### src/rtl/count_uart_reporter_pkg.sv
// Shared definitions for the count UART reporter.
//  - ASCII constants used to build the report text
//  - serializer state type
//  - report length and the byte-selection helper
package cur_pkg;

  localparam logic [7:0] ASCII_CR    = 8'h0D;
  localparam logic [7:0] ASCII_LF    = 8'h0A;
  localparam logic [7:0] ASCII_0     = 8'h30;
  localparam logic [7:0] ASCII_A_OFS = 8'h37;

  // Bytes per report: four hex digits, CR, LF.
  localparam int MSG_LEN = 6;

  typedef enum logic [1:0] {
    IDLE  = 2'd0,
    START = 2'd1,
    DATA  = 2'd2,
    STOP  = 2'd3
  } ser_state_t;

  // Upper-case ASCII hex digit for one nibble.
  function automatic logic [7:0] hex_ascii(input logic [3:0] n);
    return (n < 4'd10) ? (ASCII_0 + {4'h0, n}) : (ASCII_A_OFS + {4'h0, n});
  endfunction

  // Byte idx of the report for value v: MSN first, then CR, LF.
  function automatic logic [7:0] msg_byte(input logic [15:0] v, input logic [2:0] idx);
    logic [7:0] b;
    case (idx)
      3'd0:    b = hex_ascii(v[15:12]);
      3'd1:    b = hex_ascii(v[11:8]);
      3'd2:    b = hex_ascii(v[7:4]);
      3'd3:    b = hex_ascii(v[3:0]);
      3'd4:    b = ASCII_CR;
      default: b = ASCII_LF;
    endcase
    return b;
  endfunction

endpackage

### src/rtl/uart_tx_byte.sv
// 8N1 UART transmitter, one frame per handshake, LSB first, idle high.
// Ports:
//  clk, rst_n   clock, synchronous active-low reset
//  byte_i       byte to send, taken on valid_i & ready_o
//  valid_i      a byte is offered
//  ready_o      1 in IDLE and in the final cycle of the stop bit
//  txd_o        registered serial line
// Handshake: a byte is transferred at a rising edge where valid_i and
// ready_o are both 1; valid_i may drop at any time no transfer occurs.
// Because ready_o is also high in the last stop-bit cycle, a byte offered
// then starts its start bit at the very next bit boundary (no idle gap).
module uart_tx_byte
  import cur_pkg::*;
#(
  parameter int CLKS_PER_BIT = 104
) (
  input  logic       clk,
  input  logic       rst_n,
  input  logic [7:0] byte_i,
  input  logic       valid_i,
  output logic       ready_o,
  output logic       txd_o
);

  localparam int TMR_W = (CLKS_PER_BIT > 1) ? $clog2(CLKS_PER_BIT) : 1;
  localparam logic [TMR_W-1:0] TMR_LAST = TMR_W'(CLKS_PER_BIT - 1);

  ser_state_t       state;
  logic [TMR_W-1:0] tmr;
  logic [2:0]       bit_idx;
  logic [7:0]       shreg;
  logic             txd_q;
  logic             bit_end;

  assign bit_end = (tmr == TMR_LAST);
  assign ready_o = (state == IDLE) || ((state == STOP) && bit_end);
  assign txd_o   = txd_q;

  always_ff @(posedge clk) begin
    if (!rst_n) begin
      state   <= IDLE;
      tmr     <= '0;
      bit_idx <= '0;
      shreg   <= '0;
      txd_q   <= 1'b1;
    end else begin
      // Bit timer runs in every non-idle state and wraps at each bit boundary.
      if (state != IDLE) tmr <= bit_end ? '0 : tmr + TMR_W'(1);
      case (state)
        IDLE: begin
          if (valid_i) begin
            state <= START;
            tmr   <= '0;
            shreg <= byte_i;
            txd_q <= 1'b0;
          end
        end
        START: begin
          if (bit_end) begin
            state   <= DATA;
            bit_idx <= '0;
            txd_q   <= shreg[0];
            shreg   <= {1'b0, shreg[7:1]};
          end
        end
        DATA: begin
          if (bit_end) begin
            if (bit_idx == 3'd7) begin
              state <= STOP;
              txd_q <= 1'b1;
            end else begin
              bit_idx <= bit_idx + 3'd1;
              txd_q   <= shreg[0];
              shreg   <= {1'b0, shreg[7:1]};
            end
          end
        end
        STOP: begin
          if (bit_end) begin
            if (valid_i) begin
              state <= START;
              shreg <= byte_i;
              txd_q <= 1'b0;
            end else begin
              state <= IDLE;
            end
          end
        end
        default: state <= IDLE;
      endcase
    end
  end

endmodule

### src/rtl/count_uart_reporter.sv
// Snapshots a 16-bit counter on request and sends it over a UART line as
// four upper-case hex digits (MSN first) followed by CR LF.
// Ports:
//  clk, rst_n   clock, synchronous active-low reset
//  count_i      live counter value, sampled when a request is accepted
//  trig_i       report request, level-sampled; ignored while busy_o=1
//  txd_o        8N1 serial output, idle high, registered
//  busy_o       high while a report is in flight, registered
//  done_o       one-cycle pulse at the end of a report, registered
module count_uart_reporter
  import cur_pkg::*;
#(
  parameter int CLKS_PER_BIT = 104
) (
  input  logic        clk,
  input  logic        rst_n,
  input  logic [15:0] count_i,
  input  logic        trig_i,
  output logic        txd_o,
  output logic        busy_o,
  output logic        done_o
);

  logic [15:0] snap;
  logic [2:0]  byte_idx;   // byte currently on the line
  logic        busy_q;
  logic        done_q;
  logic        tx_ready;
  logic        tx_valid;
  logic [7:0]  tx_byte;
  logic        accept;
  logic        last_byte;

  // When idle the serializer is always ready, so byte 0 is fed straight
  // from count_i and its start bit goes out on the accepting edge.
  assign accept    = trig_i && !busy_q && tx_ready;
  assign last_byte = (byte_idx == 3'(MSG_LEN - 1));
  assign tx_valid  = accept || (busy_q && !last_byte);
  assign tx_byte   = busy_q ? msg_byte(snap, byte_idx + 3'd1) : msg_byte(count_i, 3'd0);

  always_ff @(posedge clk) begin
    if (!rst_n) begin
      snap     <= '0;
      byte_idx <= '0;
      busy_q   <= 1'b0;
      done_q   <= 1'b0;
    end else begin
      done_q <= 1'b0;
      if (accept) begin
        snap     <= count_i;
        byte_idx <= '0;
        busy_q   <= 1'b1;
      end else if (busy_q && tx_ready) begin
        // tx_ready while busy only occurs in the last stop-bit cycle.
        if (last_byte) begin
          busy_q <= 1'b0;
          done_q <= 1'b1;
        end else begin
          byte_idx <= byte_idx + 3'd1;
        end
      end
    end
  end

  assign busy_o = busy_q;
  assign done_o = done_q;

  uart_tx_byte #(
    .CLKS_PER_BIT(CLKS_PER_BIT)
  ) u_tx (
    .clk    (clk),
    .rst_n  (rst_n),
    .byte_i (tx_byte),
    .valid_i(tx_valid),
    .ready_o(tx_ready),
    .txd_o  (txd_o)
  );

endmodule
### config.mk
export PLATFORM = sky130hd
export DESIGN_NAME = count_uart_reporter
export DESIGN_NICKNAME = d
export VERILOG_FILES = /design/src/rtl/count_uart_reporter_pkg.sv /design/src/rtl/uart_tx_byte.sv /design/src/rtl/count_uart_reporter.sv
export SDC_FILE = /design/constraint.sdc
export NUM_CORES = 1
export LEC_CHECK = 0
export BUFFER_PORTS_ARGS = -buffer_cell sky130_fd_sc_hd__buf_2
export CAP_MARGIN = 20
export CORE_MARGIN = 4
export CORE_UTILIZATION = 45
export CTS_BUF_LIST = sky130_fd_sc_hd__clkbuf_8
export DETAILED_ROUTE_END_ITERATION = 12
export HOLD_SLACK_MARGIN = 0.08
export PLACE_DENSITY = 0.72
export SETUP_SLACK_MARGIN = 0.4
export SLEW_MARGIN = 40
export SYNTH_ARGS = -nofsm -noshare
export SYNTH_HDL_FRONTEND = slang
export SYNTH_HIERARCHICAL = 1
export SYNTH_SLANG_ARGS = --single-unit
### constraint.sdc
create_clock -name clk -period 2.4 [get_ports clk]
set_input_delay 0.48 -clock clk [delete_from_list [all_inputs] [get_ports clk]]
set_output_delay 0.48 -clock clk [all_outputs]
set_load 0.03 [all_outputs]
* After elaboration in Yosys (flattened, before gate mapping)
Cells that the tools add are included.
** Word-level totals
- Register bits :: 42
- Bits of input ports :: 19
- Output and inout bits :: 3
- Logic and storage cells :: 107
** Cells by class
- Eq/ne operators :: 16
- Order comparisons :: 5
- Muxes and demuxes :: 38
- Add/subtract/negate cells :: 13
- Bitwise gates (word level) :: 3
- Reductions and logical operators :: 23
** Operators by type and width (number)
- 6-bit by 4-bit adder with 7-bit output (first input constant) :: 10
- 7-bit two-way mux :: 9
- 8-bit two-way mux :: 6
- 7-bit case mux with 5 select lines :: 1
- 8-bit case mux with 4 select lines :: 1
- 4-bit < comparator (second input constant) :: 5
- 1-bit two-way mux :: 10
- 2-bit two-way mux :: 5
- 3-bit equality test (second input constant) :: 3
- 3-bit two-way mux :: 3
- 2-bit by 1-bit inequality test with 1-bit output (second input constant) :: 4
- 2-bit case mux with 4 select lines :: 1
- 4-bit AND reduction :: 2
- 2-bit nonzero test :: 4
- 7-bit by 1-bit adder with 7-bit output (second input constant) :: 1
- 7-bit equality test (second input constant) :: 1
- 3-bit by 1-bit adder with 3-bit output (second input constant) :: 2
- 3-bit by 2-bit equality test with 1-bit output (second input constant) :: 2
- 3-bit case mux with 2 select lines :: 1
- 1-bit logical AND :: 5
- 5-bit AND reduction :: 1
- 2-bit equality test (second input constant) :: 2
- 2-bit inequality test (second input constant) :: 2
- 1-bit case mux with 4 select lines :: 1
- 11 further kinds :: 16

* Depth between registers and ports, before layout
Gate-level depths: netlist of run 1.
- Depth after elaboration :: 8
- Gate-level depth with buffers :: 12
- Gate-level depth less buffers :: 11

* By module
The synthesis of run 1 kept the hierarchy.
** Modules (own cells, without submodules)
- count_uart_reporter :: cells an instance 199, instances 1, sequential area each 420.4 um^2, area each 1452.6 um^2
- uart_tx_byte :: cells an instance 151, instances 1, sequential area each 420.4 um^2, area each 1226.2 um^2

* Least setup slack after synthesis of run 1
No wires, ideal clock.
- Kind :: flip-flop to flip-flop
- Start :: register u_tx.tmr[0]
- End :: register u_tx.state[0]
- Arrival :: 2.154 ns
- Path buffers :: 1
- Clock period less this slack :: 2.279 ns
- Required time :: 2.275 ns
- Stages on the path, launching flop included :: 12
- Setup slack :: 0.121 ns
- Setup time :: 0.125 ns
- Path through :: dfxtp_1 > ha_1 > and3_1 > buf_2 > and2_1 > a21o_1 > nand3_1 > nand2_1 > mux2_2 > and3_1 > a31oi_1 > nand3_1
** On the way
- Cells in the longest elaborated chain, start to end :: 8
- Elaborated cells between the ends (all ways) :: 13
- Classes of those cells :: 5 x eq/ne; 3 x mux; 5 x reduce/logical
** RTL lines
- start: declaration :: line uart_tx_byte.sv:29 : logic [TMR_W-1:0] tmr;
- start signal: assignment :: line uart_tx_byte.sv:48 : if (state != IDLE) tmr <= bit_end ? '0 : tmr + TMR_W'(1);
- 7-bit equality test * :: line uart_tx_byte.sv:35 : assign bit_end = (tmr == TMR_LAST);
- 1-bit logical AND * :: line uart_tx_byte.sv:36 : assign ready_o = (state == IDLE) || ((state == STOP) && bit_end);
- 1-bit logical OR * :: line uart_tx_byte.sv:36
- net tx_ready :: line count_uart_reporter.sv:28 : logic tx_ready;
- 1-bit logical AND * :: line count_uart_reporter.sv:36 : assign accept = trig_i && !busy_q && tx_ready;
- 1-bit logical OR * :: line count_uart_reporter.sv:38 : assign tx_valid = accept || (busy_q && !last_byte);
- net tx_valid :: line count_uart_reporter.sv:29 : logic tx_valid;
- 1-bit two-way mux :: line uart_tx_byte.sv:80 : if (valid_i) begin
- 2-bit two-way mux :: line uart_tx_byte.sv:79 : if (bit_end) begin
- 2-bit case mux with 4 select lines :: line uart_tx_byte.sv:49 : case (state)
- end signal: assignment :: line uart_tx_byte.sv:52 : state <= START;
- end signal: assignment :: line uart_tx_byte.sv:81 : state <= START;
- end signal: assignment :: line uart_tx_byte.sv:85 : state <= IDLE;
- end: declaration :: line uart_tx_byte.sv:28 : ser_state_t state;
The timed path passes the listed nets; every way through them passes the cells marked *. The select of a mux whose other input is x is not followed.
A chain may end at the register's enable or synchronous reset.

* Worst setup path after layout of run 1
Ends and elaborated chain as after synthesis.

==> flow_summary_export.csv, run 1 <==
group,metric,value,unit
hold_path,hp-class,"input port to register",
clocking,clock-sinks,42,
clocking,cts_root_buffer,"clkbuf_8",
synthesis,syn_avg_cell_area,7.65,µm²
grt,grt_usage,17.6,%
detailed_routing,drtPass1Iterations,5,
timing,hold_violations,0,
synthesis,synth_ff_type,"dfxtp_1",
pwr,leakage,0.00124,µW
timing,setup-tns-final,0,ps
synthesis,synth_common_cells,"60 x nand2_1, 42 x dfxtp_1, 28 x a21oi_1, 28 x o21ai_0, 26 x inv_1",
critical_path,required,2580,ps
flow_run,cap_violations,0,
status,status,"finished clean",
grt,grt_max_degree,22,
floorplanning,design.core.area,0.00564,mm²
floorplanning,ioPinCount,22,
synthesis,yosysTopAreaCell,"dfxtp_1",
critical_path,cp_data_arrival_time,2200,ps
critical_path,reg2regPathDepth,10,
critical_path,worst_r2r_startpoint,"u_tx/tmr[0]$_SDFF_PN0_",
timing,rsz0062_at_grt,"yes",
clocking,hold_buffers,0,
floorplanning,dieArea,0.00725,mm²
critical_path,startpoint_type,"register",
synthesis,ys_ff_latch,42,
detailed_routing,drc,0,
detailed_routing,drt_iter0_markers,297,
synthesis,synth.area.top_cells,"dfxtp_1 31%, nand2_1 8.4%, ha_1 7.9%, a21oi_1 5.2%, o21ai_0 5.2%",
pwr,ir_drop,384,µV
critical_path,timing.rr.end,"u_tx/state[0]$_SDFFE_PN0P_",
grt,grt.overflow.total,0,
placement,gp_congestion,0.896,
clocking,clk_path_buf_depth,2,
synthesis,synth_edf_count,0,
synthesis,synth_seq_area_share,31.4,%
layout,utilization,56.2,%
pwr,p_per_area,934,mW/mm²
floorplanning,fp.dieW,85.2,µm
critical_path,crit_type,"register to register",
synthesis,yosys_warnings,6,
timing,final.period_utilization,84.2,%
layout,area_delta_synth_final,18.3,%
critical_path,cp-end-kind,"register",
detailed_routing,detail_route.wl_per_cell,13.9,µm
layout,n_antenna_cell,0,
timing,setup_viol,0,
clocking,cts_tree,"built",
floorplanning,rows,27,
detailed_routing,via_per_inst,5.66,
hold_path,whs_path_depth,3,
floorplanning,die_y,85.2,µm
synthesis,syn_nets,386,
synthesis,synth.distinct_cells,56,
synthesis,yosysMostFrequentCell,"nand2_1",
critical_path,cp_max_fo,6,
hold_path,min-delay-start,"count_i[1]",
grt,grt_pass1_vias,2300,
synthesis,synth_top_cell_area_share,31.4,%
placement,port_buffers,21,
timing,fin_worst_skew,7.13,ps
detailed_routing,ant_nets,0,
clocking,insertion_delay,290,ps
placement,hpwl,4540,µm
layout,final_layout_size_suffix_gt1_share,21.6,%
clocking,cts_buffers,5,
timing,max_freq,0.495,GHz
floorplanning,start_util,47.5,%
synthesis,netlist_instances,350,
clocking,clkTransAtPathRegs,80,ps
detailed_routing,via_count,2580,
layout,nNetsFinal,419,
detailed_routing,postRouteWirelength,6320,µm
timing,min_period,2020,ps
synthesis,syn_area,0.00268,mm²
clocking,htreeDepth,2,
grt,antenna_found_initial,0,
layout,nFillCells,529,
grt,grt_pass1_wl,10600,µm
synthesis,ys_async_sr_fraction,0,%
timing,finalMaxSlewViolations,0,
critical_path,r2r_setup_slack,380,ps
hold_path,hold_end,"snap[1]$_SDFFE_PN0P_",
[routing by layer]
layer / global-route usage (%) / part of all wire (%) / vias to the layer above
li1: - / - / 1294
met1: 26.1 / 51 / 1198
met2: 25.7 / 42 / 78
met3: 4.17 / 6.1 / 10
met4: 4.03 / 1.1 / 0
met5: 0 / 0 / -
[cell usage in the layout (no fill, tap or decap), types with 4 or more instances in the layout]
master     Yosys  final
a21oi_1       28     27
o21ai_0       28     28
dfxtp_1       42     37
o2bb2ai_2      0      4
nor2b_1        5      4
ha_1          17     13
nor3_1         7      7
o21ai_1        5      5
dfxtp_2        0      5
a22o_1         9      9
nor2_1        19     19
buf_2          4     21
nand2_1       60     58
inv_1         26     27
clkbuf_8       0      6
xnor2_1        9      9
o2bb2ai_1      9      5
nand3_1        9      8
a31oi_1        4      4
buf_4          1     18
[state kept, by name, indices dropped and copies added (netlist names)]
name          flops
busy_o            1
byte_idx          3
done_o            1
snap             16
u_tx/bit_idx      3
u_tx/shreg        8
u_tx/state        2
u_tx/tmr          7
u_tx/txd_o        1
[kinds of logic (layout without fill, tap and decap cells)]
kind of cell / Yosys count / in the layout / synth area share (%)
flops: 42 / 42 / 31.4
compound gates: 112 / 112 / 27.5
buf+inv: 43 / 77 / 6.63
other cells: 1 / 1 / 0.140
simple gates: 119 / 119 / 20.6
mux: 4 / 4 / 1.54
fa+ha+maj: 17 / 17 / 7.94
xor+xnor: 12 / 12 / 4.20
[worst max path at each step]
stage / startpoint / to / cells past startpoint
3_3_place_gp: u_tx/tmr[0]$_SDFF_PN0_ / u_tx/state[1]$_SDFFE_PN0P_ / 9
3_5_place_dp: u_tx/tmr[0]$_SDFF_PN0_ / u_tx/state[0]$_SDFFE_PN0P_ / 10
5_1_grt: u_tx/tmr[0]$_SDFF_PN0_ / u_tx/state[0]$_SDFFE_PN0P_ / 10
2_1_floorplan: u_tx/tmr[0]$_SDFF_PN0_ / u_tx/state[0]$_SDFFE_PN0P_ / 11
6_report: u_tx/tmr[0]$_SDFF_PN0_ / u_tx/state[0]$_SDFFE_PN0P_ / 10
4_1_cts: u_tx/tmr[1]$_SDFF_PN0_ / u_tx/state[0]$_SDFFE_PN0P_ / 10
[critical path, cell delays in order (launching register included)]
cell     delay [ps]
dfxtp_2         340
ha_4            160
and3_4          160
and2_4          140
a21o_1          200
nand3_4         120
nand2_4          90
mux2_4          260
and3_4          180
a31oi_1         160
nand3_1          90
[layout make-up]
class	count	area, µm²	share of cell area (%)
tap	72	90.1	2.84
clock buffer	6	82.6	2.61
clock inverter	2	8.76	0.276
multi-input combinational	265	1770	55.9
inverter	29	109	3.44
sequential	42	847	26.7
timing repair buffer	40	260	8.21
[repair_timing]
action,in CTS,in global routing
gates resized for setup,4,14
setup endpoints to repair,16,19
buffers inserted,5,9
pin swaps,3,6
[power breakdown]
group / internal [µW] / switching [µW] / leakage, µW / total (µW)
sequential: 862 / 171 / 0.000345 / 1030
combinational: 644 / 815 / 0.000841 / 1460
clock: 228 / 241 / 0.0000524 / 469
[through the flow]
step | instance area [µm²] | std cells | total power (µW) | worst slack, ps | hold WS, ps
floorplan | 2720 | 350 | 1980 | 366 | 426
global placement | 2880 | 434 | 2250 | 274 | 444
detailed placement | 2880 | 434 | 2270 | 206 | 447
CTS | 3030 | 447 | 2800 | 405 | 376
global route | 3170 | 456 | 3200 | 300 | 378
finish | 3170 | 456 | 2960 | 378 | 375
No activity file was read; power rests on OpenSTA's default activity.
==> run 2, diff against run 1 <==
- PLACE_DENSITY: 0.72 -> 0.7
- clock period: 2.4 -> 2 ns (I/O delays scaled with it)
==> run 2 against run 1 <==
Against the previous run: total power rose by 23%; first-iteration DRC count fell by 30%; largest cell class unchanged; register-to-register slack got worse by 340 ps; maximum frequency increased by 2.9%; global-route usage up 1.7 points; die area stayed put; hold slack worse by 81 ps; final area up 3.6%; wire length is 9.0% higher; critical endpoint unchanged; cell count up 1.8%; sequential cell count did not move.
==> flow_summary_export.csv, run 2 (synthesized netlist as in run 1, its figures left out) <==
group,metric,value,unit
timing,fin_worst_skew,15.1,ps
grt,grt.overflow.total,0,
placement,port_buffers,21,
timing,rsz0062_at_grt,"yes",
critical_path,worstPathCellList,"ha_4 > and3_4 > and2_4 > a21o_1 > nand3_2 > nand2_4 > mux2_4 > and3_4 > a31oi_1 > nand3_1",
detailed_routing,drtPass1Iterations,5,
critical_path,reg2regPathDepth,10,
floorplanning,dieArea,0.00725,mm²
grt,busiest_layer,"met2",
critical_path,startpoint_type,"register",
layout,final_layout_size_suffix_gt1_share,25.8,%
timing,max_freq,0.509,GHz
timing,setup-tns-final,0,ps
floorplanning,design.core.area,0.00564,mm²
placement,placed_area,0.00298,mm²
pwr,power,3640,µW
critical_path,timing.rr.end,"u_tx/state[0]$_SDFFE_PN0P_",
placement,hpwl,4750,µm
layout,layoutNonFillerInstCount,464,
floorplanning,start_util,47.5,%
clocking,cts_root_buffer,"clkbuf_8",
clocking,htreeDepth,2,
detailed_routing,ant_nets,0,
floorplanning,ioPinCount,22,
hold_path,hp-class,"input port to register",
timing,finalMaxSlewViolations,0,
grt,grt_max_degree,22,
layout,largest_reg_flops,16,
critical_path,crit_type,"register to register",
hold_path,min-delay-start,"count_i[9]",
layout,fin_area,0.00328,mm²
critical_path,r2r_setup_slack,30,ps
timing,final.period_utilization,98.3,%
layout,top_register,"snap",
placement,placedCellCount,447,
clocking,clock-sinks,42,
floorplanning,fp.dieW,85.2,µm
critical_path,cp-startpoint,"u_tx/tmr[0]$_SDFF_PN0_",
clocking,insertion_delay,300,ps
critical_path,cp-end-kind,"register",
detailed_routing,postRouteWirelength,6890,µm
hold_path,hold_end,"snap[9]$_SDFFE_PN0P_",
critical_path,cp_data_arrival_time,2150,ps
pwr,leakage,0.00127,µW
critical_path,worst_r2r_startpoint,"u_tx/tmr[0]$_SDFF_PN0_",
timing,hold_violations,0,
critical_path,crit_top_cell,"and3_4",
grt,globalRouteMet3Util,4.47,%
layout,mostFrequentLayoutCells,"55 x nand2_1, 32 x dfxtp_1, 27 x inv_1, 26 x a21oi_1, 23 x o21ai_0",
layout,top_regs,"snap: 16 flops, u_tx/shreg: 8 flops, u_tx/tmr: 7 flops",
layout,area_delta_synth_final,22.6,%
timing,setup_viol,0,
placement,gp_congestion,0.921,
clocking,hold_buffers,0,
detailed_routing,via_count,2631,
grt,grt_util_met1,27.4,%
pwr,ir_drop,574,µV
detailed_routing,drt_iter0_markers,209,
critical_path,required,2190,ps
status,status,"finished clean",
grt,grt_pass1_vias,2419,
layout,nNetsFinal,428,
grt,grtUsageMet2,29.4,%
floorplanning,die_y,85.2,µm
grt,antenna_found_initial,0,
critical_path,cp_slowest_cell,"dfxtp_2",
pwr,p_per_area,1110,mW/mm²
grt,grt_usage,19.3,%
detailed_routing,via_per_inst,5.67,
clocking,cts_buffers,5,
critical_path,cp_max_fo,5,
flow_run,cap_violations,0,
detailed_routing,drc,0,
floorplanning,rows,27,
clocking,cts_tree,"built",
critical_path,slowest_delay,350,ps
layout,n_antenna_cell,0,
hold_path,whs_path_depth,3,
detailed_routing,detail_route.wl_per_cell,14.8,µm
layout,final_common_cell,"nand2_1",
timing,min_period,1970,ps
clocking,clk_path_buf_depth,2,
clocking,clkTransAtPathRegs,80,ps
grt,grt_pass1_wl,11400,µm
run 2: cell count changes in the layout (fill, tap and decap cells not counted), moves of 4 or more:
cell,previous run,this run
buf_4,18,22
buf_6,0,6
dfxtp_1,37,32
o21ai_0,28,23
o21ai_1,5,9
o2bb2ai_1,5,9
o2bb2ai_2,4,0
run 2: metrics by stage:
step	hold WS, ps	utilization (%)	worst slack [ps]
after floorplan	426	-	-33.5
after global placement	446	52.9	51.2
after detailed placement	441	52.9	18.1
after CTS	289	57.3	90.7
after global routing	302	58.2	-17.7
final	294	58.2	34.4
run 2: critical path, delay by kind of cell, from the launching register on:
family / cells / cell delay, ps
AND/OR/NAND/NOR: 6 / 730
adder cells (fa/ha/maj): 1 / 160
AO/OA/AOI/OAI: 2 / 350
flip-flops: 1 / 350
multiplexers: 1 / 270
run 2: worst max-delay path by stage:
| stage | slack [ps] | end |
|---|---|---|
| finish | 30 | u_tx/state[0]$_SDFFE_PN0P_ |
| global route | -20 | u_tx/shreg[5]$_SDFFE_PN0P_ |
| CTS | 90 | u_tx/state[0]$_SDFFE_PN0P_ |
| detailed placement | 20 | u_tx/state[0]$_SDFFE_PN0P_ |
| global placement | 50 | u_tx/shreg[5]$_SDFFE_PN0P_ |
| floorplan | -30 | u_tx/state[0]$_SDFFE_PN0P_ |
run 2: report_power, final:
part | internal (µW) | leakage (µW) | switching [µW]
registers | 1040 | 0.000348 | 190
logic | 844 | 0.000880 | 1050
clock network | 235 | 0.0000414 | 291
total | 2120 | 0.00127 | 1530
run 2: timing repair:
action	CTS	global route
gates cloned	2	0
resized for setup	31	17
endpoints found under the setup margin	39	43
pin swaps	11	4
buffers inserted	8	0
run 2: layer usage:
layer / wire length (µm) / vias to the layer above
li1: - / 1310
met2: 3070 / 94
met4: 50 / 0
met1: 3320 / 1220
met3: 453 / 7
met5: 0 / -
run 2: final cells by class:
type	count	area, µm²
clock buffers	5	68.8
clock inverters	2	11.3
fillers	495	2360
inverters	29	109
multi-input cells	265	1810
flip-flops and latches	42	858
well taps	72	90.1
repair buffers	49	338
==> run 3, diff against run 2 <==
--- a/config.mk
+++ b/config.mk
@@ -18,4 +18,3 @@
 export SYNTH_ARGS = -nofsm -noshare
 export SYNTH_HDL_FRONTEND = slang
-export SYNTH_HIERARCHICAL = 1
 export SYNTH_SLANG_ARGS = --single-unit
==> constraint.sdc (replaced) <==
create_clock -name clk -period 2 [get_ports clk]
set_input_delay 0.4 -clock clk [delete_from_list [all_inputs] [get_ports clk]]
set_output_delay 0.4 -clock clk [all_outputs]
set_load 0.05 [all_outputs]
==> run 3 against run 2 <==
Against the previous run: hold slack better by 26 ps; total power rose by 4.8%; synthesized area is 0.79% higher; register-to-register slack improved by 80 ps; sequential cell count down 1; largest power group unchanged; global-route usage is 1.6 points lower; clock skew shrank 5.2 ps; highest routed layer unchanged.
==> flow_summary_export.csv, run 3 <==
group,metric,value,unit
layout,area_delta_synth_final,22.2,%
clocking,insertion_delay,300,ps
timing,setup-tns-final,0,ps
critical_path,crit_type,"register to register",
synthesis,yosysTopAreaCell,"dfxtp_1",
timing,setup_viol,0,
detailed_routing,detail_route.wl_per_cell,14.3,µm
layout,top_regs,"snap: 16 flops, u_tx.shreg: 7 flops, u_tx.tmr: 7 flops",
floorplanning,dieArea,0.00730,mm²
clocking,clk_path_buf_depth,2,
synthesis,netlist_instances,350,
floorplanning,rows,27,
layout,mostFrequentLayoutCells,"63 x nand2_1, 30 x dfxtp_1, 22 x o21ai_0, 21 x buf_2",
synthesis,synth_edf_count,0,
critical_path,crit_family,"compound AO/OA/AOI/OAI gates",
pwr,ir_drop,507,µV
synthesis,syn_area,0.00270,mm²
critical_path,crit_path_end,"u_tx.shreg[4]$_SDFFE_PN0P_",
timing,max_freq,0.530,GHz
grt,grt.overflow.total,0,
detailed_routing,drc,0,
timing,min_period,1890,ps
synthesis,yosys_warnings,0,
synthesis,synth.area.top_cells,"dfxtp_1 30%, nand2_1 9.0%, ha_1 7.9%, a21boi_0 5.0%, o21ai_0 4.4%",
detailed_routing,ant_nets,0,
critical_path,cp_data_arrival_time,2080,ps
timing,rsz0062_at_grt,"yes",
critical_path,reg2regPathDepth,8,
detailed_routing,via_count,2504,
synthesis,syn_avg_cell_area,7.71,µm²
floorplanning,start_util,47.6,%
clocking,clock-sinks,41,
grt,antenna_found_initial,0,
clocking,cts_tree,"built",
floorplanning,die_y,85.5,µm
synthesis,ys_ff_latch,41,
timing,setup_slack,112,ps
timing,finalMaxSlewViolations,0,
detailed_routing,postRouteWirelength,6570,µm
layout,final_layout_size_suffix_gt1_share,24.6,%
timing,slew_headroom,62.7,%
hold_path,hp-class,"input port to register",
critical_path,critPathBufInv,1,
grt,grt_max_degree,34,
synthesis,syn_nets,386,
pwr,p_per_area,1160,mW/mm²
grt,grt_pass1_wl,10600,µm
grt,grt_usage,17.7,%
detailed_routing,drtPass1Iterations,4,
synthesis,synth_common_cells,"65 x nand2_1, 41 x dfxtp_1, 24 x o21ai_0",
timing,hold_slack,321,ps
layout,utilization,58.1,%
layout,largest_reg_flops,16,
synthesis,synth_ff_type,"dfxtp_1",
clocking,clkTransAtPathRegs,90,ps
timing,final.period_utilization,94.4,%
synthesis,yosysMostFrequentCell,"nand2_1",
critical_path,timing.rr.end,"u_tx.shreg[4]$_SDFFE_PN0P_",
clocking,cts_buffers,5,
critical_path,required,2200,ps
timing,worstMarginPinSlew,560,ps
critical_path,cp.depth,8,
layout,final_common_cell,"nand2_1",
synthesis,synth_top_cell_area_share,30.4,%
critical_path,worst_r2r_startpoint,"snap[8]$_SDFFE_PN0P_",
floorplanning,ioPinCount,22,
floorplanning,design.core.area,0.00568,mm²
detailed_routing,via_per_inst,5.47,
status,status,"finished clean",
timing,hold_violations,0,
critical_path,cp-end-kind,"register",
placement,gp_congestion,0.878,
critical_path,worstPathCellList,"inv_1 > ha_1 > nor2b_1 > o21ai_0 > a22o_1 > a221oi_2 > o31ai_1 > a41o_1",
layout,n_antenna_cell,0,
critical_path,cp_slowest_cell,"dfxtp_1",
clocking,cts_root_buffer,"clkbuf_8",
timing,fin_worst_skew,9.93,ps
placement,port_buffers,21,
floorplanning,fp.dieW,85.5,µm
layout,nNetsFinal,422,
placement,preCtsSetupSlack,0.521,ps
synthesis,synth.distinct_cells,54,
critical_path,slowest_delay,380,ps
critical_path,startpoint_type,"register",
grt,grt_pass1_vias,2354,
clocking,hold_buffers,0,
detailed_routing,drt_iter0_markers,212,
layout,top_register,"snap",
placement,hpwl,4450,µm
pwr,leakage,0.00127,µW
synthesis,ys_async_sr_fraction,0,%
layout,nFillCells,515,
flow_run,cap_violations,0,
critical_path,r2r_setup_slack,110,ps
synthesis,synth_seq_area_share,30.4,%
clocking,htreeDepth,2,
critical_path,cp_max_fo,3,
critical_path,cp-startpoint,"snap[8]$_SDFFE_PN0P_",
[run 3: cell count changes in the layout (fill, tap and decap cells not counted), moves of 5 or more]
cell	previous run	this run
a21boi_0	0	8
a21boi_1	2	11
a21oi_1	26	16
a22o_1	9	1
buf_4	22	17
inv_1	27	19
nand2_1	55	63
nand3_1	8	13
o2bb2ai_1	9	0
[run 3: cells by family (layout without fill, tap and decap cells)]
family / count (synthesis) / count (layout) / synth area share, %
flip-flops: 41 / 41 / 30.4
adder cells (fa/ha/maj): 17 / 17 / 7.88
AO/OA/AOI/OAI: 110 / 110 / 28.8
buffers and inverters: 33 / 69 / 5.38
AND/OR/NAND/NOR: 139 / 139 / 24.0
multiplexers: 1 / 1 / 0.371
XOR/XNOR: 9 / 9 / 3.20
[run 3: worst min-delay path by stage]
stage | start | end | cells after the start
6_report | count_i[5] | snap[5]$_SDFFE_PN0P_ | 3
5_1_grt | count_i[5] | snap[5]$_SDFFE_PN0P_ | 3
4_1_cts | count_i[4] | snap[4]$_SDFFE_PN0P_ | 3
3_5_place_dp | u_tx.txd_o$_SDFFE_PN1P_ | u_tx.txd_o$_SDFFE_PN1P_ | 1
3_3_place_gp | u_tx.txd_o$_SDFFE_PN1P_ | u_tx.txd_o$_SDFFE_PN1P_ | 1
2_1_floorplan | snap[0]$_SDFFE_PN0P_ | snap[0]$_SDFFE_PN0P_ | 2
[run 3: worst min-delay path: stages]
cell and delay (ps):
buf_2 90, nand2_1 40, a21boi_1 50
[run 3: metrics by stage]
stage	instances	total power (µW)	instance area, µm²
2_1_floorplan	350	2440	2730
3_3_place_gp	442	2810	2940
3_5_place_dp	442	2850	2940
4_1_cts	455	3550	3150
5_1_grt	458	4100	3300
6_report	458	3820	3300
[run 3: what timing repair did]
action                                  CTS  global route
hold endpoints to repair                  0             0
cloned                                    1             1
buffers inserted                          5             2
pin swaps                                 6            10
resized for setup                        18            42
endpoints found under the setup margin   35            40
[run 3: final cells by class]
class / count / area (µm²) / area share (%)
Clock inverter: 1 / 3.75 / 0.114
Tap cell: 72 / 90.1 / 2.73
Inverter: 19 / 71.3 / 2.16
Sequential cell: 41 / 840 / 25.4
Timing Repair Buffer: 43 / 312 / 9.44
Clock buffer: 6 / 82.6 / 2.50
Multi-Input combinational cell: 276 / 1900 / 57.6
[run 3: power breakdown]
part / switching, µW / internal, µW
Sequential: 160 / 989
Combinational: 1170 / 938
Clock: 293 / 269
Total: 1620 / 2200
[run 3: metal layers]
layer / part of all wire [%] / global-route usage, % / wire length [µm] / vias to the layer above
li1: - / - / - / 1303
met1: 47 / 22.6 / 3100 / 1147
met2: 47 / 29.2 / 3060 / 44
met3: 4.2 / 3.88 / 274 / 10
met4: 2.0 / 6.19 / 129 / 0
met5: 0 / 0 / 0 / -
